$ cat src/rtl/box_ctrl_pkg.sv
// Shared definitions for the box frame sequencer: parameter defaults, FSM states
// and host readback selects.
package box_ctrl_pkg;

   localparam int unsigned WIDTH_DEF     = 100;
   localparam int unsigned HEIGHT_DEF    = 100;
   localparam int unsigned CMD_RESET_DEF = 99999;
   localparam int unsigned ENG_LAT_DEF   = 2;

   // CLEAR is reserved; start goes straight from IDLE/DONE to STREAM.
   typedef enum logic [2:0] {
      IDLE   = 3'd0,
      CLEAR  = 3'd1,
      STREAM = 3'd2,
      FLUSH  = 3'd3,
      DONE   = 3'd4
   } state_t;

   localparam logic [2:0] SEL_XMIN = 3'd0;
   localparam logic [2:0] SEL_YMIN = 3'd1;
   localparam logic [2:0] SEL_XMAX = 3'd2;
   localparam logic [2:0] SEL_YMAX = 3'd3;
   localparam logic [2:0] SEL_STAT = 3'd4;
   localparam logic [2:0] SEL_CSUM = 3'd5;

endpackage

$ cat src/rtl/box_pix_counter.sv
// Chained channel/x/y counters plus the next expected byte index.
// clear and advance together yield the state just after byte 0.
module box_pix_counter
   import box_ctrl_pkg::*;
#(
   parameter int unsigned WIDTH  = WIDTH_DEF,
   parameter int unsigned HEIGHT = HEIGHT_DEF
) (
   input  logic        clk_i,
   input  logic        rst_i,
   input  logic        clear_i,
   input  logic        advance_i,
   output logic [1:0]  chan_o,
   output logic [7:0]  x_o,
   output logic [7:0]  y_o,
   output logic [23:0] exp_idx_o,
   output logic        last_pixel_o
);

   localparam logic [7:0] X_LAST = 8'(WIDTH - 1);
   localparam logic [7:0] Y_LAST = 8'(HEIGHT - 1);

   logic [1:0]  chan_q, chan_d;
   logic [7:0]  x_q, x_d, y_q, y_d;
   logic [23:0] exp_q, exp_d;

   always_comb begin
      chan_d = clear_i ? '0 : chan_q;
      x_d    = clear_i ? '0 : x_q;
      y_d    = clear_i ? '0 : y_q;
      exp_d  = clear_i ? '0 : exp_q;
      if (advance_i) begin
         exp_d = exp_d + 24'd1;
         if (chan_d == 2'd2) begin
            chan_d = '0;
            if (x_d == X_LAST) begin
               x_d = '0;
               y_d = (y_d == Y_LAST) ? '0 : y_d + 8'd1;
            end else begin
               x_d = x_d + 8'd1;
            end
         end else begin
            chan_d = chan_d + 2'd1;
         end
      end
   end

   always_ff @(posedge clk_i) begin
      if (rst_i) begin
         chan_q <= '0;
         x_q    <= '0;
         y_q    <= '0;
         exp_q  <= '0;
      end else begin
         chan_q <= chan_d;
         x_q    <= x_d;
         y_q    <= y_d;
         exp_q  <= exp_d;
      end
   end

   assign chan_o       = chan_q;
   assign x_o          = x_q;
   assign y_o          = y_q;
   assign exp_idx_o    = exp_q;
   assign last_pixel_o = (x_q == X_LAST) && (y_q == Y_LAST);

endmodule

$ cat src/rtl/box_frame_ctrl.sv
// Host-to-engine frame sequencer with result latch and register readback.
// Optional frame checksum on readback select 5: define BOX_FRAME_CHECKSUM_EN.
module box_frame_ctrl
   import box_ctrl_pkg::*;
#(
   parameter int unsigned WIDTH     = WIDTH_DEF,
   parameter int unsigned HEIGHT    = HEIGHT_DEF,
   parameter int unsigned CMD_RESET = CMD_RESET_DEF,
   parameter int unsigned ENG_LAT   = ENG_LAT_DEF
) (
   input  logic        CLOCK_50,
   input  logic        reset,
   input  logic        wr_en,
   input  logic        rd_en,
   input  logic [31:0] hex_value_index,
   output logic [31:0] out,
   output logic        eng_clr,
   output logic        eng_valid,
   output logic [7:0]  eng_x,
   output logic [7:0]  eng_y,
   output logic [23:0] eng_rgb,
   output logic        eng_done,
   input  logic [7:0]  eng_xmin,
   input  logic [7:0]  eng_ymin,
   input  logic [7:0]  eng_xmax,
   input  logic [7:0]  eng_ymax,
   output logic        busy
);

   localparam logic [23:0] CMD_IDX  = 24'(CMD_RESET);
   localparam logic [7:0]  LAT_LAST = 8'(ENG_LAT - 1);

   logic [23:0] idx;
   logic [7:0]  din;
   assign idx = hex_value_index[23:0];
   assign din = hex_value_index[31:24];

   state_t      state_q, state_d;
   logic [23:0] prev_idx_q;
   logic [7:0]  r_q, r_d, g_q, g_d, flush_q, flush_d;
   logic [7:0]  xmin_q, xmin_d, ymin_q, ymin_d, xmax_q, xmax_d, ymax_q, ymax_d;
   logic        err_q, err_d, fd_q, fd_d;
   logic        clr_q, clr_d, valid_q, valid_d, done_q, done_d;
   logic [7:0]  ex_q, ex_d, ey_q, ey_d;
   logic [23:0] rgb_q, rgb_d;
   logic [31:0] out_q, out_d;
   logic [15:0] csum_rd;

   logic        cmd, wr_ok, start, accept, busy_w;
   logic [1:0]  chan;
   logic [7:0]  cx, cy;
   logic [23:0] exp_idx;
   logic        last_pixel;

   // A held command index is neither re-triggered nor treated as a write.
   assign cmd    = (idx == CMD_IDX) && (prev_idx_q != CMD_IDX);
   assign wr_ok  = wr_en && (idx != CMD_IDX);
   assign start  = wr_ok && ((state_q == IDLE) || (state_q == DONE)) && (idx == '0);
   assign accept = wr_ok && (state_q == STREAM) && (idx == exp_idx);
   assign busy_w = (state_q == CLEAR) || (state_q == STREAM) || (state_q == FLUSH);

   box_pix_counter #(
      .WIDTH (WIDTH),
      .HEIGHT(HEIGHT)
   ) u_cnt (
      .clk_i       (CLOCK_50),
      .rst_i       (reset),
      .clear_i     (cmd | start),
      .advance_i   ((start | accept) & ~cmd),
      .chan_o      (chan),
      .x_o         (cx),
      .y_o         (cy),
      .exp_idx_o   (exp_idx),
      .last_pixel_o(last_pixel)
   );

   always_comb begin
      state_d = state_q;
      r_d     = r_q;
      g_d     = g_q;
      flush_d = flush_q;
      xmin_d  = xmin_q;
      ymin_d  = ymin_q;
      xmax_d  = xmax_q;
      ymax_d  = ymax_q;
      err_d   = err_q;
      fd_d    = fd_q;
      clr_d   = 1'b0;
      valid_d = 1'b0;
      done_d  = 1'b0;
      ex_d    = ex_q;
      ey_d    = ey_q;
      rgb_d   = rgb_q;
      if (cmd) begin
         state_d = IDLE;
         clr_d   = 1'b1;
         err_d   = 1'b0;
         fd_d    = 1'b0;
         flush_d = '0;
         xmin_d  = '0;
         ymin_d  = '0;
         xmax_d  = '0;
         ymax_d  = '0;
      end else begin
         if (wr_ok && !start && !accept) err_d = 1'b1;
         if (start) begin
            r_d     = din;
            clr_d   = 1'b1;
            fd_d    = 1'b0;
            state_d = STREAM;
         end
         if (accept) begin
            case (chan)
               2'd0:    r_d = din;
               2'd1:    g_d = din;
               default: begin
                  valid_d = 1'b1;
                  ex_d    = cx;
                  ey_d    = cy;
                  rgb_d   = {r_q, g_q, din};
                  if (last_pixel) begin
                     state_d = FLUSH;
                     flush_d = '0;
                  end
               end
            endcase
         end
         if (state_q == FLUSH) begin
            if (flush_q == LAT_LAST) begin
               done_d  = 1'b1;
               fd_d    = 1'b1;
               xmin_d  = eng_xmin;
               ymin_d  = eng_ymin;
               xmax_d  = eng_xmax;
               ymax_d  = eng_ymax;
               state_d = DONE;
            end else begin
               flush_d = flush_q + 8'd1;
            end
         end
      end
   end

   always_comb begin
      out_d = out_q;
      if (rd_en) begin
         case (idx[2:0])
            SEL_XMIN: out_d = {24'b0, xmin_q};
            SEL_YMIN: out_d = {24'b0, ymin_q};
            SEL_XMAX: out_d = {24'b0, xmax_q};
            SEL_YMAX: out_d = {24'b0, ymax_q};
            SEL_STAT: out_d = {26'b0, err_q, fd_q, busy_w, state_q};
            SEL_CSUM: out_d = {16'b0, csum_rd};
            default:  out_d = '0;
         endcase
      end
   end

   always_ff @(posedge CLOCK_50) begin
      if (reset) begin
         state_q    <= IDLE;
         prev_idx_q <= '0;
         r_q        <= '0;
         g_q        <= '0;
         flush_q    <= '0;
         xmin_q     <= '0;
         ymin_q     <= '0;
         xmax_q     <= '0;
         ymax_q     <= '0;
         err_q      <= 1'b0;
         fd_q       <= 1'b0;
         clr_q      <= 1'b0;
         valid_q    <= 1'b0;
         done_q     <= 1'b0;
         ex_q       <= '0;
         ey_q       <= '0;
         rgb_q      <= '0;
         out_q      <= '0;
      end else begin
         state_q    <= state_d;
         prev_idx_q <= idx;
         r_q        <= r_d;
         g_q        <= g_d;
         flush_q    <= flush_d;
         xmin_q     <= xmin_d;
         ymin_q     <= ymin_d;
         xmax_q     <= xmax_d;
         ymax_q     <= ymax_d;
         err_q      <= err_d;
         fd_q       <= fd_d;
         clr_q      <= clr_d;
         valid_q    <= valid_d;
         done_q     <= done_d;
         ex_q       <= ex_d;
         ey_q       <= ey_d;
         rgb_q      <= rgb_d;
         out_q      <= out_d;
      end
   end

`ifdef BOX_FRAME_CHECKSUM_EN
   logic [15:0] csum_q, csum_d;

   always_comb begin
      csum_d = csum_q;
      if (cmd)         csum_d = '0;
      else if (start)  csum_d = {8'b0, din};
      else if (accept) csum_d = csum_q + {8'b0, din};
   end

   always_ff @(posedge CLOCK_50) begin
      if (reset) csum_q <= '0;
      else       csum_q <= csum_d;
   end

   assign csum_rd = csum_q;
`else
   assign csum_rd = '0;
`endif

   assign out       = out_q;
   assign eng_clr   = clr_q;
   assign eng_valid = valid_q;
   assign eng_x     = ex_q;
   assign eng_y     = ey_q;
   assign eng_rgb   = rgb_q;
   assign eng_done  = done_q;
   assign busy      = busy_w;

endmodule

$ cat config.mk
export PLATFORM = sky130hd
export DESIGN_NAME = box_frame_ctrl
export DESIGN_NICKNAME = d
export VERILOG_FILES = /design/src/rtl/box_ctrl_pkg.sv /design/src/rtl/box_pix_counter.sv /design/src/rtl/box_frame_ctrl.sv
export SDC_FILE = /design/constraint.sdc
export NUM_CORES = 1
export LEC_CHECK = 0
export CORE_UTILIZATION = 55
export DETAILED_ROUTE_END_ITERATION = 7
export HOLD_SLACK_MARGIN = 0.12
export PLACE_DENSITY = 0.95
export SLEW_MARGIN = 10
export SYNTH_ARGS = -nofsm -noshare
export SYNTH_HDL_FRONTEND = slang
export SYNTH_SLANG_ARGS = --single-unit
$ cat constraint.sdc
create_clock -name CLOCK_50 -period 9.8 [get_ports CLOCK_50]
set_clock_uncertainty 0.1 [all_clocks]
set_input_delay 1.96 -clock CLOCK_50 [delete_from_list [all_inputs] [get_ports CLOCK_50]]
set_output_delay 1.96 -clock CLOCK_50 [all_outputs]
set_load 0.02 [all_outputs]
==> results_dict.tcl <==
set metrics [dict create \
    layout.core_utilization 0.691 \
    track_usage 0.270 \
    setup_viol_count_final 0 \
    pin_count_of_the_biggest_net_entering_global_routing 99 \
    die_area_sq_um 14800 \
    power_frac_clock 0.451 \
    floorplan.initialDensity 0.567 \
    post_cts_buffers 0 \
    max_freq_ghz 0.175 \
    power.switching_uw 351 \
    final.hold.worst_slack_ns 0.351 \
    dpl.hpwl_um 13500 \
    final_period_minus_worst_setup_slack_ns 5.71 \
    cts_num_sinks 178 \
    post_route_cell_area_sq_um 9630 \
    drv.max_cap_violation_count 0 \
    rsz0062_at_grt "false" \
    internal-power_mw 1.12 \
    static-leakage-power_nw 3.34 \
    fillers 1043 \
    number_of_antenna_violations_at_the_first_check_in_global_routing 0 \
    regArea_sq_um 3560 \
    worst_setup_hold_path_clk_slew_ns 0.07 \
    dominant_synthesized_flop_cell "sky130_fd_sc_hd__dfxtp_1" \
    via_count 7198 \
    place.detailed.instances 1195 \
    postSynthRegisterBits 178 \
    rows 43 \
    seq_area_frac_synth 0.451 \
    diodes 0 \
    nets 1107 \
    ctsLongestPathBuffers 2 \
    drtPass1Iterations 5 \
    gp_routability_congestion 0.920 \
    postRouteAntennaNets 0 \
    syn_avg_cell_area_sq_um 8.37 \
    power.density_nw_per_um2 153 \
    layoutNonFillerInstCount 1227 \
    drt-initial-drc-count 611 \
    core_area_sq_um 13900 \
    timing_worst_setup_path_type "input pin to flop" \
    totalNegativeSetupSlack_ns 0 \
    finalPower_mw 1.47 \
    final_layout_size_suffix_gt1_frac 0.0554 \
    overflow 0 \
    layout.cells.most_common_list "181 x sky130_fd_sc_hd__nand2_1, 178 x sky130_fd_sc_hd__dfxtp_1, 118 x sky130_fd_sc_hd__clkdlybuf4s50_1, 112 x sky130_fd_sc_hd__a21oi_1, 49 x sky130_fd_sc_hd__nor2_1" \
    clkLatencyLatePin_ns 0.44 \
    synth_area_sq_um 7900 \
    cts_root_buf "sky130_fd_sc_hd__clkbuf_16" \
    detail_route.vias_per_cell 5.87 \
    power.sequential.fraction 0.496 \
    die-width_um 122 \
    vias_in_the_first_global_route 6562 \
    cts_tree "built" \
    slew_headroom 0.220 \
    grt_pass1_wl_um 31400 \
    timing.critical_path.required_ns 10.06 \
    combPwrFrac 0.052 \
    report.final.slew_viol_count 0 \
    htree_num_levels 4 \
    vdd_ir_drop_max_uv 137 \
    drc_violation_count_after_routing 0 \
    crit_path_start_kind "input pin" \
    timing.reg2reg.setup_slack_ns 5.89 \
    class_of_the_tightest_hold_or_removal_check "flop to flop" \
    io_pins 144 \
    syn-instance-count 943 \
    sw_frac_of_total 0.238 \
    holdBufCountCts 0 \
    chipHeight_um 122 \
    synth_enable_flop_cells 0 \
    worst_pin_slew_ns 1.17 \
    endpoint_kind "flop" \
    dpl_cell_area_sq_um 9050 \
    post_drt_wl_per_cell_um 16.1 \
    port_buffers 119 \
    final_common_cell "sky130_fd_sc_hd__nand2_1" \
    run_status "completed" \
    area_delta_synth_final_pct 21.9 \
    dpl_worst_slack_ns 3.79 \
    async_flop_share 0 \
    timing.critical_path.fanout_max 19 \
    synth_warnings 0 \
    fin_crit_sh 0.583 \
    hold_violations 0 \
    cts_repair_resize_count 0 \
    number_of_library_cell_types_mapped_by_synthesis 64 \
    multi_input_area_sq_um 3990 \
    finalWorstSetupSlack_ns 4.09 \
    total_cts_buffers 17 \
    total_routed_wirelength_um 19800 \
    signal_arrival_time_at_the_worst_endpoint_ns 5.97 \
]
-- worst paths after layout --
path | startpoint | endpoint | cells past startpoint
worst max register to register | prev_idx_q[9] | u_cnt.y_o[4] | 10
worst min-delay path | eng_rgb[13] | eng_rgb[13] | 2
worst max-delay path | hex_value_index[1] | u_cnt.y_o[4] | 11
worst min register to register | eng_rgb[13] | eng_rgb[13] | 2
-- synth_stat cells, drive strengths merged, types with 3 or more instances --
cell | number | share of area
mux2i | 16 | 0.020
or3 | 13 | 0.010
nand4 | 24 | 0.020
mux4 | 3 | 0.0086
dfxtp | 178 | 0.45
clkbuf | 44 | 0.021
inv | 8 | 0.0038
and3 | 11 | 0.0087
a31oi | 9 | 0.0071
o21ai | 26 | 0.016
and4 | 9 | 0.010
a211oi | 4 | 0.0038
buf | 33 | 0.030
xnor2 | 17 | 0.023
xor2 | 11 | 0.012
nor2 | 50 | 0.024
and2 | 8 | 0.0063
o31ai | 9 | 0.0086
o21a | 5 | 0.0048
or4 | 12 | 0.012
a21oi | 112 | 0.071
mux2 | 5 | 0.0071
nand2 | 181 | 0.086
o211ai | 6 | 0.0057
nand2b | 3 | 0.0024
nand3 | 25 | 0.016
a22oi | 10 | 0.0095
nor4 | 15 | 0.013
nand3b | 4 | 0.0038
a211o | 3 | 0.0033
ha | 5 | 0.0079
nor4b | 3 | 0.0033
nor3 | 10 | 0.0063
o22ai | 5 | 0.0040
nor2b | 37 | 0.029
-- worst max-delay path, stage by stage --
cell and delay [ns]:
sky130_fd_sc_hd__clkdlybuf4s50_1 0.97, sky130_fd_sc_hd__nor4_1 0.19, sky130_fd_sc_hd__nand4_1 0.20, sky130_fd_sc_hd__nor2_1 0.18, sky130_fd_sc_hd__nor2_1 0.50, sky130_fd_sc_hd__and2_1 0.21
sky130_fd_sc_hd__ha_1 0.29, sky130_fd_sc_hd__o2111ai_1 0.26, sky130_fd_sc_hd__or4_1 0.58, sky130_fd_sc_hd__a2111oi_0 0.45, sky130_fd_sc_hd__o21bai_1 0.18
-- registers in the layout (all words and copies together) (netlist names) --
signal,cells
eng_x,8
eng_rgb,24
eng_done,1
state_q,3
err_q,1
ymax_q,8
u_cnt.x_o,8
ymin_q,8
eng_valid,1
prev_idx_q,24
u_cnt.chan_o,2
r_q,8
u_cnt.y_o,8
eng_y,8
u_cnt.exp_idx_o,24
eng_clr,1
flush_q,8
g_q,8
fd_q,1
out,8
xmin_q,8
xmax_q,8
-- logic make-up (layout without fill, tap and decap cells) --
kind of cell             Yosys count  in the layout  synth area share
multiplexers                      24             24            0.0360
adder cells (fa/ha/maj)            5              5           0.00792
flip-flops                       178            178             0.451
XOR/XNOR                          28             28            0.0353
AO/OA/AOI/OAI                    207            207             0.154
buffers and inverters             86            167            0.0550
AND/OR/NAND/NOR                  414            414             0.260
other                              1             24          0.000475
-- final cells by class --
cell class,count,share of cell area
Timing Repair Buffer,126,0.129
Clock inverter,15,0.0157
Clock buffer,17,0.0442
Multi-Input combinational cell,702,0.414
Tap cell,180,0.0234
Sequential cell,178,0.370
Inverter,9,0.00351
-- per-layer routing --
metal	track usage	share of wire
met2	0.453	0.49
met4	0.119	0.021
met1	0.332	0.42
met5	0	0
met3	0.0599	0.065
-- power by group through the flow --
| stage | Sequential, mW | Combinational (mW) | Clock (mW) |
|---|---|---|---|
| 6_report | 0.730 | 0.0769 | 0.664 |
| 5_1_grt | 0.731 | 0.0820 | 0.701 |
| 4_1_cts | 0.730 | 0.0761 | 0.673 |
| 3_5_place_dp | 0.747 | 0.0755 | 0 |
| 3_3_place_gp | 0.747 | 0.0750 | 0 |
| 2_1_floorplan | 0.747 | 0.0439 | 0 |
Note: power is estimated with default switching activity, not from simulation.
